## config.mk

```make
export PLATFORM = sky130hd
export DESIGN_NAME = bch_err_channel
export DESIGN_NICKNAME = d
export VERILOG_FILES = /design/src/rtl/bch_err_channel.sv
export SDC_FILE = /design/constraint.sdc
export NUM_CORES = 1
export LEC_CHECK = 0
export ABC_CLOCK_PERIOD_IN_PS = 4050
export BUFFER_PORTS_ARGS = -buffer_cell sky130_fd_sc_hd__buf_2
export CAP_MARGIN = 25
export CORE_ASPECT_RATIO = 0.6
export CORE_MARGIN = 3
export CORE_UTILIZATION = 63
export DETAILED_ROUTE_END_ITERATION = 16
export PLACE_DENSITY_LB_ADDON = 0.05
export SLEW_MARGIN = 10
export SYNTH_ARGS = -nofsm -noshare
export SYNTH_HDL_FRONTEND = slang
export SYNTH_SLANG_ARGS = --single-unit
export TNS_END_PERCENT = 1
```

## constraint.sdc

```tcl
create_clock -name clk -period 4.05 [get_ports clk]
set_input_delay 0.2025 -clock clk [delete_from_list [all_inputs] [get_ports clk]]
set_output_delay 0.2025 -clock clk [all_outputs]
set_load 0.1 [all_outputs]
```

## src/rtl/bch_err_channel.sv

```systemverilog
// Serial error-injection channel for BCH codewords: flips up to MAX_ERR bit
// positions per frame, taken from fixed inputs or from an internal LFSR.
//
// state    | meaning
// ---------+----------------------------------------------------------
// S_IDLE   | waiting for start; in_valid ignored
// S_GEN    | random mode: stepping the LFSR to fill the error slots
// S_STREAM | passing bits through with a 1-cycle latency, flipping hits
// S_DONE   | one-cycle done pulse, aligned with the last output bit
module bch_err_channel #(
  parameter int N       = 63,
  parameter int POS_W   = 7,
  parameter int MAX_ERR = 3,
  parameter int ERR_W   = 2,
  parameter logic [POS_W-1:0] TAPS = 7'b1100000
) (
  input  logic                     clk,
  input  logic                     rst_n,
  input  logic                     start,
  input  logic                     mode,
  input  logic [ERR_W-1:0]         ne,
  input  logic [MAX_ERR*POS_W-1:0] pos,
  input  logic [POS_W-1:0]         seed,
  input  logic                     in_valid,
  input  logic                     in_bit,
  output logic                     out_valid,
  output logic                     out_bit,
  output logic                     busy,
  output logic                     done,
  output logic [ERR_W-1:0]         err_cnt
);

  typedef enum logic [1:0] {
    S_IDLE,
    S_GEN,
    S_STREAM,
    S_DONE
  } state_t;

  localparam logic [POS_W-1:0] N_POS    = POS_W'(N);
  localparam logic [POS_W-1:0] LAST_IDX = POS_W'(N - 1);
  localparam logic [ERR_W-1:0] MAX_CNT  = ERR_W'(MAX_ERR);

  state_t             state;
  logic [ERR_W-1:0]   ne_eff;
  logic [ERR_W-1:0]   fill_cnt;
  logic [POS_W-1:0]   lfsr;
  logic [POS_W-1:0]   idx;
  logic [POS_W-1:0]   slot_pos [MAX_ERR];
  logic [MAX_ERR-1:0] slot_act;

  logic [ERR_W-1:0]   ne_clip;
  logic [POS_W-1:0]   seed_eff;
  logic [POS_W-1:0]   lfsr_nxt;
  logic               cand_dup;
  logic               accept;
  logic               fill_last;
  logic               hit;

  always_comb begin
    ne_clip  = (ne > MAX_CNT) ? MAX_CNT : ne;
    seed_eff = (seed == '0) ? POS_W'(1) : seed;
  end

  // Fibonacci step: feedback is the parity of the tapped bits, shifted in at bit 0.
  always_comb begin
    lfsr_nxt = {lfsr[POS_W-2:0], ^(lfsr & TAPS)};
    cand_dup = 1'b0;
    for (int k = 0; k < MAX_ERR; k++) begin
      if (slot_act[k] && (slot_pos[k] == lfsr_nxt)) cand_dup = 1'b1;
    end
    accept    = (lfsr_nxt < N_POS) && !cand_dup;
    fill_last = (ERR_W'(fill_cnt + 1'b1) == ne_eff);
  end

  // Duplicate positions OR together, so a bit is never flipped back.
  always_comb begin
    hit = 1'b0;
    for (int k = 0; k < MAX_ERR; k++) begin
      if (slot_act[k] && (slot_pos[k] == idx)) hit = 1'b1;
    end
  end

  always_ff @(posedge clk or negedge rst_n) begin
    if (!rst_n) begin
      state     <= S_IDLE;
      ne_eff    <= '0;
      fill_cnt  <= '0;
      lfsr      <= '0;
      idx       <= '0;
      slot_act  <= '0;
      for (int k = 0; k < MAX_ERR; k++) slot_pos[k] <= '0;
      out_valid <= 1'b0;
      out_bit   <= 1'b0;
      busy      <= 1'b0;
      done      <= 1'b0;
      err_cnt   <= '0;
    end else begin
      out_valid <= 1'b0;
      done      <= 1'b0;
      case (state)
        S_IDLE: begin
          if (start) begin
            ne_eff   <= ne_clip;
            fill_cnt <= '0;
            lfsr     <= seed_eff;
            idx      <= '0;
            err_cnt  <= '0;
            busy     <= 1'b1;
            // Fixed mode arms slots now; random mode fills them during GEN.
            for (int k = 0; k < MAX_ERR; k++) begin
              slot_pos[k] <= pos[k*POS_W +: POS_W];
              slot_act[k] <= !mode && (ERR_W'(k) < ne_clip) &&
                             (pos[k*POS_W +: POS_W] < N_POS);
            end
            state <= (mode && (ne_clip != '0)) ? S_GEN : S_STREAM;
          end
        end

        S_GEN: begin
          lfsr <= lfsr_nxt;
          if (accept) begin
            for (int k = 0; k < MAX_ERR; k++) begin
              if (fill_cnt == ERR_W'(k)) begin
                slot_pos[k] <= lfsr_nxt;
                slot_act[k] <= 1'b1;
              end
            end
            fill_cnt <= fill_cnt + 1'b1;
            if (fill_last) state <= S_STREAM;
          end
        end

        S_STREAM: begin
          if (in_valid) begin
            out_valid <= 1'b1;
            out_bit   <= in_bit ^ hit;
            idx       <= idx + 1'b1;
            if (hit && (err_cnt != MAX_CNT)) err_cnt <= err_cnt + 1'b1;
            if (idx == LAST_IDX) begin
              state <= S_DONE;
              done  <= 1'b1;
              busy  <= 1'b0;
            end
          end
        end

        S_DONE: begin
          state <= S_IDLE;
        end

        default: begin
          state <= S_IDLE;
          busy  <= 1'b0;
        end
      endcase
    end
  end

endmodule
```

Word-level counts from Yosys, hierarchy flattened --
Cells that the tools add are included.
Cells by class: add/subtract/negate cells 3, magnitude comparators 8, equality and inequality tests 23, mux-type cells 47, bitwise operators 1, reduce and logical (&&, ||, !) cells 35
Operator list (count):
- $mux 7 | 7
- $eq 7x7->1 | 6
- $mux 21 | 2
- $pmux 21 s2 | 1
- $lt 7x6->1 const B | 4
- $pmux 7 s2 | 2
- $mux 2 | 11
- $ne 2x2->1 const B | 10
- $reduce_and 4->1 | 5
- $mux 1 | 17
- $logic_and 1x1->1 | 15
- $pmux 2 s2 | 2
- $pmux 2 s4 | 1
- $add 7x1->7 const B | 1
- $eq 7x6->1 const B | 1
- $logic_not 7->1 | 1
- $reduce_xor 7->1 | 1
- $eq 2x2->1 const B | 3
- $mux 3 | 2
- $pmux 3 s2 | 1
- $reduce_and 2->1 | 3
- $reduce_and 3->1 | 2
- $reduce_bool 2->1 | 3
- $reduce_and 5->1 | 1
- other kinds (10) | 15
Word-level totals: bits in registers 50, bits of input ports 36, output and inout bits 6, word-level logic and storage cells 133

Logic depth before layout (Yosys ltp) --
Gate-level depths: netlist of run 1.
word-level depth 10, mapped depth 10, depth with buffers taken out 8

Least setup slack after synthesis of run 1 --
Ideal clock, no wire load.
kind flip-flop to flip-flop, start register lfsr[0], end register state[0], setup time 0.128 ns, data arrival time 1.849 ns, data required time 3.922 ns, setup slack 2.074 ns, cell stages (with the launch flop) 8, buffers on the path 1, clock period less this slack 1.976 ns, path through dfrtp_1 clkbuf_1 xnor2_1 nand4_1 o32ai_4 nor2_4 o2111a_1 mux2_1
On the way: cells in the longest elaborated chain, start to end 9, elaborated cells between the ends (all ways) 14, those cells by class 1 x order compare; 4 x eq/ne; 3 x mux; 6 x reduce/logical
RTL lines:
- start: declaration | line 47 | logic [POS_W-1:0] lfsr;
- start signal: assignment | line 121 | lfsr <= lfsr_nxt;
- $eq 7x7->1 | line 70 | if (slot_act[k] && (slot_pos[k] == lfsr_nxt)) cand_dup = 1'b1;
- $logic_and 1x1->1 | line 70
- $mux 1 (3 in series) | line 70
- $logic_not 1->1 | line 72 | accept = (lfsr_nxt < N_POS) && !cand_dup;
- $logic_and 1x1->1 (*) | line 72
- $ne 2x2->1 (no line) (*)
- $reduce_and 5->1 (no line) (*)
- end signal: assignment | line 116 | state <= (mode && (ne_clip != '0)) ? S_GEN : S_STREAM;
- end: declaration | line 44 | state_t state;
Every way passes the cells marked *; elsewhere a longest branch is shown, timed or not. A chain may end at the register's enable or synchronous reset.

Final worst setup path of run 1 --
start register state[1], end register slot_pos[11] (netlist name)
On the way: cells in the longest elaborated chain, start to end 3, elaborated cells between the ends (all ways) 8, those cells by class 4 x eq/ne; 1 x mux; 3 x reduce/logical
RTL lines:
- $eq 2x1->1 / $logic_not 2->1 (equally long branches) | line 101 | case (state)
- $ne 2x2->1 (no line) / $reduce_bool 2->1 (equally long branches)
- $reduce_and 4->1 (no line)
- end signal: indexed assignment | line 112 | slot_pos[k] <= pos[k*POS_W +: POS_W];
- end signal: indexed assignment | line 125 | slot_pos[k] <= lfsr_nxt;
- end: declaration | line 49 | logic [POS_W-1:0] slot_pos [MAX_ERR];
Several ways; a longest one is shown, not always the timed one.

==> summary.md, run 1 <==
| Metric | Value |
|---|---|
| Critical path endpoint category | flop |
| Die Y | around 63 um |
| Clock Tree Buf Depth | 2 |
| Synth top area cells | dfrtp_1 36%, xnor2_1 11%, o21ai_0 5.4% |
| Die ar. | around 6400 sq um |
| Most common cell in the netlist | dfrtp_1 |
| # fillers | between 400 and 500 |
| Synth unique cells | 47 |
| CP Max Fanout | 32 |
| EDFF count, synth | 0 |
| Rel. slew slack | between 40% and 50% |
| Leak pwr | around 1.6 nW |
| Vias in the first global route | ~3k |
| Placeable Area | 5150 sq um |
| Power density cells | approximately 850 nW/um^2 |
| Area growth syn-to-layout | 8.42% |
| # Max-Cap Violations | 0 |
| Via count | 3,207 |
| CTS tree | built |
| Synthesis warning total | 0 |
| Area share of the largest cell type after synthesis | 36.4% |
| Peak supply drop | 0.495 mV |
| Critical Path Source Type | flop |
| I/O Buffers | between 40 and 50 |
| Root buffer cell | clkbuf_8 |
| Area taken by multi-input logic gates | ~2000 sq um |
| Synth Flop Type | dfrtp_1 |
| Unrepaired setup endpoints after global routing | false |
| DRT iter0 DRCs | 359 |
| Final net count | between 400 and 500 |
| Register area share after synthesis | 36.4% |
| #FFs+latches synth | 50 |
| Final slew viol count | 0 |
| Arr. time, crit path | slightly below 3000 ps |
| Layout Skew | ~12 ps |
| DRC violations left | 0 |
| Setup CP Type | flop to flop |
| Largest net degree at the start of global routing | between 50 and 60 |
| IO Count | 42 |
| All-Layer GR Usage | a little under a third |
| Cells resized by post-CTS repair | 0 |
| Clock Pin Slew Worst Setup and Hold Paths | around 100 ps |
| Initial antenna violation count | 0 |
| Die W | just over 100 um |
| Post-CTS Setup Inserts | 0 |
| Tcrit/Tclk final | between 60 and 70% |
| Post-synth ARST share | 100% |
| Violated checks | negative hold slack |
| Post-synth top area cell | dfrtp_1 |
| Clock sink count | 50 |
| Num rows | 20 |
| Reg area | roughly 1300 sq um |
| Final TNS setup | 0 ps |
| Final min period | 2660 ps |
| Hold slack | -10.9 ps |
| RD Place Congestion | ~0.88 |
| ANT nets after route | 0 |
| Layout cells sized above 1 | 13.9% |
| DP HPWL | 6.92 mm |
| Starting Density | about two thirds |
| Cell Area, Synth | 3430 sq um |
| First-pass GRT wire length | between 15 and 20 mm |
| Routed wire length | ~9.6 mm |
| Worst endpoint required time | roughly 4300 ps |
| Routed length per instance | slightly below 20 um |
| Syn_nets | 437 |
| Final Hold Viols | 11 |
| Num CTS Buffers | 5 |
| Remaining global-route overflow | 0 |
| Final setup violating endpoints | 0 |
| HP Class | primary input to asynchronous set/reset pin |
| Post-Syn Area per Cell | a little under 9 sq um |
| Worst-margin pin slew | between 700 and 800 ps |
| CTS Hold Bufs | 0 |
| Fmax | about 0.38 GHz |
| Syn Inst Count | between 300 and 400 |
| Number of iterations in the first detailed-routing pass | 5 |
| Antenna Cells | 0 |
| Via/cell ratio | between 6 and 7 |
| Clock latency on the worst-skew pair | around 310 ps |
| Clock H-tree levels | 2 |
| Status | finished with violations |
| Most frequent cells after synthesis | 50 x dfrtp_1, 44 x nand2_1, 42 x xnor2_1 |
-- metrics by stage --
step	area [sq um]	worst slack, ps	total power, W	util [%]	instances
final	3720	1390	0.00317	72.2	483
after global routing	3720	1210	0.00338	72.2	483
after CTS	3720	1500	0.00313	72.2	483
after detailed placement	3640	1530	0.00283	70.6	476
after global placement	3640	1660	0.00277	70.6	476
after floorplan	3430	2070	0.00242	-	392
-- power by group --
part	switching (W)	leakage (nW)	internal, W
clock	0.000169	0.0362	0.000118
combinational	0.00103	0.899	0.000738
sequential	0.000405	0.626	0.000712
total	0.00160	1.56	0.00157
-- logic make-up after synthesis --
group,Yosys count,synth area share [%]
mux,3,0.911
compound gates,116,23.3
buf+inv,48,5.58
fa+ha+maj,9,3.28
xor+xnor,51,13.6
simple gates,115,16.9
flops,50,36.4
-- final timing paths --
path,slack [ps],depth (start not counted),start,to
max in group asynchronous,3630,2,rst_n,err_cnt[0]$_DFFE_PN0P_
hold / removal,-10,2,rst_n,lfsr[2]$_DFFE_PN0P_
setup / recovery,1390,8,state[1]$_DFFE_PN0P_,slot_pos[11]$_DFFE_PN0P_
min in group clk,140,3,ne[0],ne_eff[0]$_DFFE_PN0P_
hold reg to reg,480,1,busy$_DFFE_PN0P_,busy$_DFFE_PN0P_
setup reg to reg,1390,8,state[1]$_DFFE_PN0P_,slot_pos[11]$_DFFE_PN0P_
-- placed cells by master (no fill, tap or decap), types with 4 or more instances in the layout --
cell and instances:
a21o_1 4, a21oi_1 17, a221o_1 13, a22oi_1 14, and3_1 8, and4_1 5
buf_2 41, buf_4 4, clkbuf_8 5, dfrtp_1 50, ha_1 9, inv_1 19
nand2_1 44, nand3_1 9, nand4_1 17, nor2_1 17, o21ai_0 37, o22ai_1 11
xnor2_1 42, xor2_1 7
-- registers in the layout, indices dropped and copies added, names as in the netlist --
signal,cells
fill_cnt,2
out_bit,1
out_valid,1
lfsr,7
err_cnt,2
done,1
idx,7
busy,1
ne_eff,2
slot_act,3
state,2
slot_pos,21
-- cell type report --
cell class | instances | share of cell area, %
Timing Repair Buffer | 45 | 6.32
Inverter | 21 | 2.12
Tap cell | 66 | 2.22
Clock inverter | 2 | 0.403
Clock buffer | 5 | 1.85
Sequential cell | 50 | 33.6
Multi-Input combinational cell | 294 | 53.5
-- metal layers --
layer / track usage, % / up-vias / share of wire, %
li1: - / 1463 / -
met5: 0 / - / 0
met1: 48.1 / 1505 / 46
met4: 8.79 / 0 / 1.3
met2: 40.6 / 213 / 40
met3: 8.96 / 26 / 13
-- worst max-delay path, stage by stage, from the launching register on --
cell	delay (ps)
dfrtp_1	390
inv_1	100
ha_1	160
buf_4	290
clkinv_1	500
o21ai_0	770
nand2_1	130
o21ai_0	110
a221o_1	130
Note: power is estimated with default switching activity, not from simulation.
==> inputs of run 2 (changes only) <==
Settings changed: ABC_CLOCK_PERIOD_IN_PS 4050 to 2610, CORE_UTILIZATION 63 to 59.
Clock period 4.05 ns to 2.61 ns, I/O delays scaled along.
==> run 2 against run 1 <==
  * The run now ends clean
  * Non-clock buffer count rose by 11
  * Flip-flop and latch count did not move
  * Register-to-register slack got worse by 1100 ps
  * Final area rose by 2.9%
  * Hold slack improved by 77 ps
  * Critical path type unchanged
  * Largest cell class unchanged
==> summary.md, run 2 (same netlist as run 1, synthesis figures left out) <==
| Metric | Value |
|---|---|
| Layout cells sized above 1 | between 10% and 20% |
| Final net count | roughly 470 |
| Peak supply drop | 0.747 mV |
| Initial antenna violation count | 0 |
| Placeable Area | around 5300 sq um |
| Cells resized by post-CTS repair | 0 |
| Psw | approximately 0.0025 W |
| Inst Count DP | ~500 |
| Largest regs | slot_pos (21), idx (7), lfsr (7) |
| Worst setup margin | 262 ps |
| Worst endpoint required time | ~2800 ps |
| Pre-CTS WS | between 300 and 400 ps |
| Final min period | 2350 ps |
| DRC violations left | 0 |
| DP HPWL | 7.65 mm |
| Root buffer cell | clkbuf_8 |
| Clock Pin Slew Worst Setup and Hold Paths | roughly 90 ps |
| HP Class | primary input to flop |
| Unrepaired setup endpoints after global routing | false |
| Clock H-tree levels | 2 |
| Status | finished clean |
| Clock Tree Buf Depth | 2 |
| DRT iter0 DRCs | roughly 340 |
| R2r setup slk | approximately 260 ps |
| Vias in the first global route | 2,956 |
| Routed length per instance | roughly 20 um |
| Largest net degree at the start of global routing | 32 |
| Worst-margin pin slew | between 600 and 700 ps |
| Non-filler instance count after layout | between 500 and 600 |
| Die W | ~100 um |
| # fillers | ~430 |
| # Max-Cap Violations | 0 |
| Antenna Cells | 0 |
| Critical path endpoint category | flop |
| Post-CTS Setup Inserts | 0 |
| First-pass GRT wire length | 15.9 mm |
| Clock sink count | 50 |
| Remaining global-route overflow | 0 |
| Design area | ~3800 sq um |
| Via/cell ratio | about 6.5 |
| Placed Area | between 3000 and 4000 sq um |
| Die Y | about 65 um |
| I/O Buffers | 41 |
| Final TNS setup | 0 ps |
| Num CTS Buffers | 5 |
| Final setup violating endpoints | 0 |
| Area growth syn-to-layout | 11.5% |
| Internal power | 0.00255 W |
| RD Place Congestion | between 0.9 and 1 |
| IO Count | 42 |
| Clock latency on the worst-skew pair | a little over 300 ps |
| Num rows | 20 |
| Routed wire length | 10.0 mm |
| Power density cells | 1330 nW/um^2 |
| Leak pwr | 1.62 nW |
| Max FFs per register | 21 |
| Final Hold Viols | 0 |
| All-Layer GR Usage | slightly above 30% |
| Sw frac | between 40 and 50% |
| CTS Hold Bufs | 1 |
| Tcrit/Tclk final | between 80% and 90% |
| Combinational power share | a little under three fifths |
| Final slew viol count | 0 |
| Critical Path Source Type | flop |
| Number of iterations in the first detailed-routing pass | 5 |
| Starting Density | around 64% |
| CP Max Fanout | 18 |
| Largest reg by FF count | slot_pos |
| Via count | around 3.3k |
| Arr. time, crit path | 2540 ps |
| Setup CP Type | flop to flop |
| ANT nets after route | 0 |
| Fmax | around 0.43 GHz |
| CTS tree | built |
| Rel. slew slack | 55.4% |
| Die ar. | roughly 6800 sq um |
| Layout Skew | around 3.7 ps |
| Most frequent cells in the layout | 50 x dfrtp_1, 44 x nand2_1, 42 x xnor2_1 |
| Power, Total | 0.00509 W |
| Most common cell after layout, fill and taps aside | dfrtp_1 |
| Power share of the clock group | 9.5% |
| Sequential share of power | approximately a third |
==> run 2: cell types whose count changed in the layout (fill, tap and decap cells not counted), sizes merged <==
| cell | previous run | this run |
|---|---|---|
| clkinv | 2 | 3 |
| clkbuf | 5 | 7 |
| clkinvlp | 2 | 0 |
| dlygate4sd3 | 0 | 1 |
| buf | 45 | 55 |
==> run 2: path summary, 6_finish.rpt <==
path                                          start  cells after the start                       end
worst max register to register  lfsr[5]$_DFFE_PN0P_                      6      state[0]$_DFFE_PN0P_
worst min register to register     busy$_DFFE_PN0P_                      1          busy$_DFFE_PN0P_
min in group asynchronous                     rst_n                      2        idx[5]$_DFFE_PN0P_
worst max-delay path            lfsr[5]$_DFFE_PN0P_                      6      state[0]$_DFFE_PN0P_
max in group asynchronous                     rst_n                      3  slot_pos[14]$_DFFE_PN0P_
worst min-delay path                          ne[0]                      3     ne_eff[0]$_DFFE_PN0P_
==> run 2: critical path, cell delays in order, from the launching register on <==
cell	delay, ps
dfrtp_1	580
xnor3_1	410
nand4_1	140
o32ai_4	110
nor2_4	380
o2111a_1	290
mux2_1	330
==> run 2: through the flow <==
stage | utilization, % | hold slack, ps
global placement | 69.9 | 156
detailed placement | 69.9 | 160
finish | 71.8 | 65.6
global route | 71.8 | 93.4
CTS | 71.8 | 63.2
floorplan | - | -165
==> run 2: cell type report <==
class / count / area [sq um] / area share (%)
clock inverter: 1 / 5.00 / 0.131
multi-input combinational: 294 / 1990 / 52.0
timing repair buffer: 56 / 320 / 8.37
inverter: 21 / 78.8 / 2.06
sequential: 50 / 1250 / 32.7
tap: 77 / 96.3 / 2.52
clock buffer: 7 / 86.3 / 2.25
==> run 2: power by group through the flow <==
stage	sequential [W]	combinational (W)	clock [W]
floorplan	0.00159	0.00216	0
global placement	0.00166	0.00280	0
detailed placement	0.00167	0.00285	0
CTS	0.00166	0.00287	0.000486
global route	0.00172	0.00318	0.000525
finish	0.00169	0.00293	0.000483
==> run 2: routing by layer <==
layer | track usage, % | up-vias | part of all wire, %
met5 | 0 | - | 0
met4 | 5.47 | 0 | 1.1
met3 | 10.7 | 16 | 15
met2 | 43.6 | 220 | 41
met1 | 44.8 | 1564 | 44
li1 | - | 1485 | -
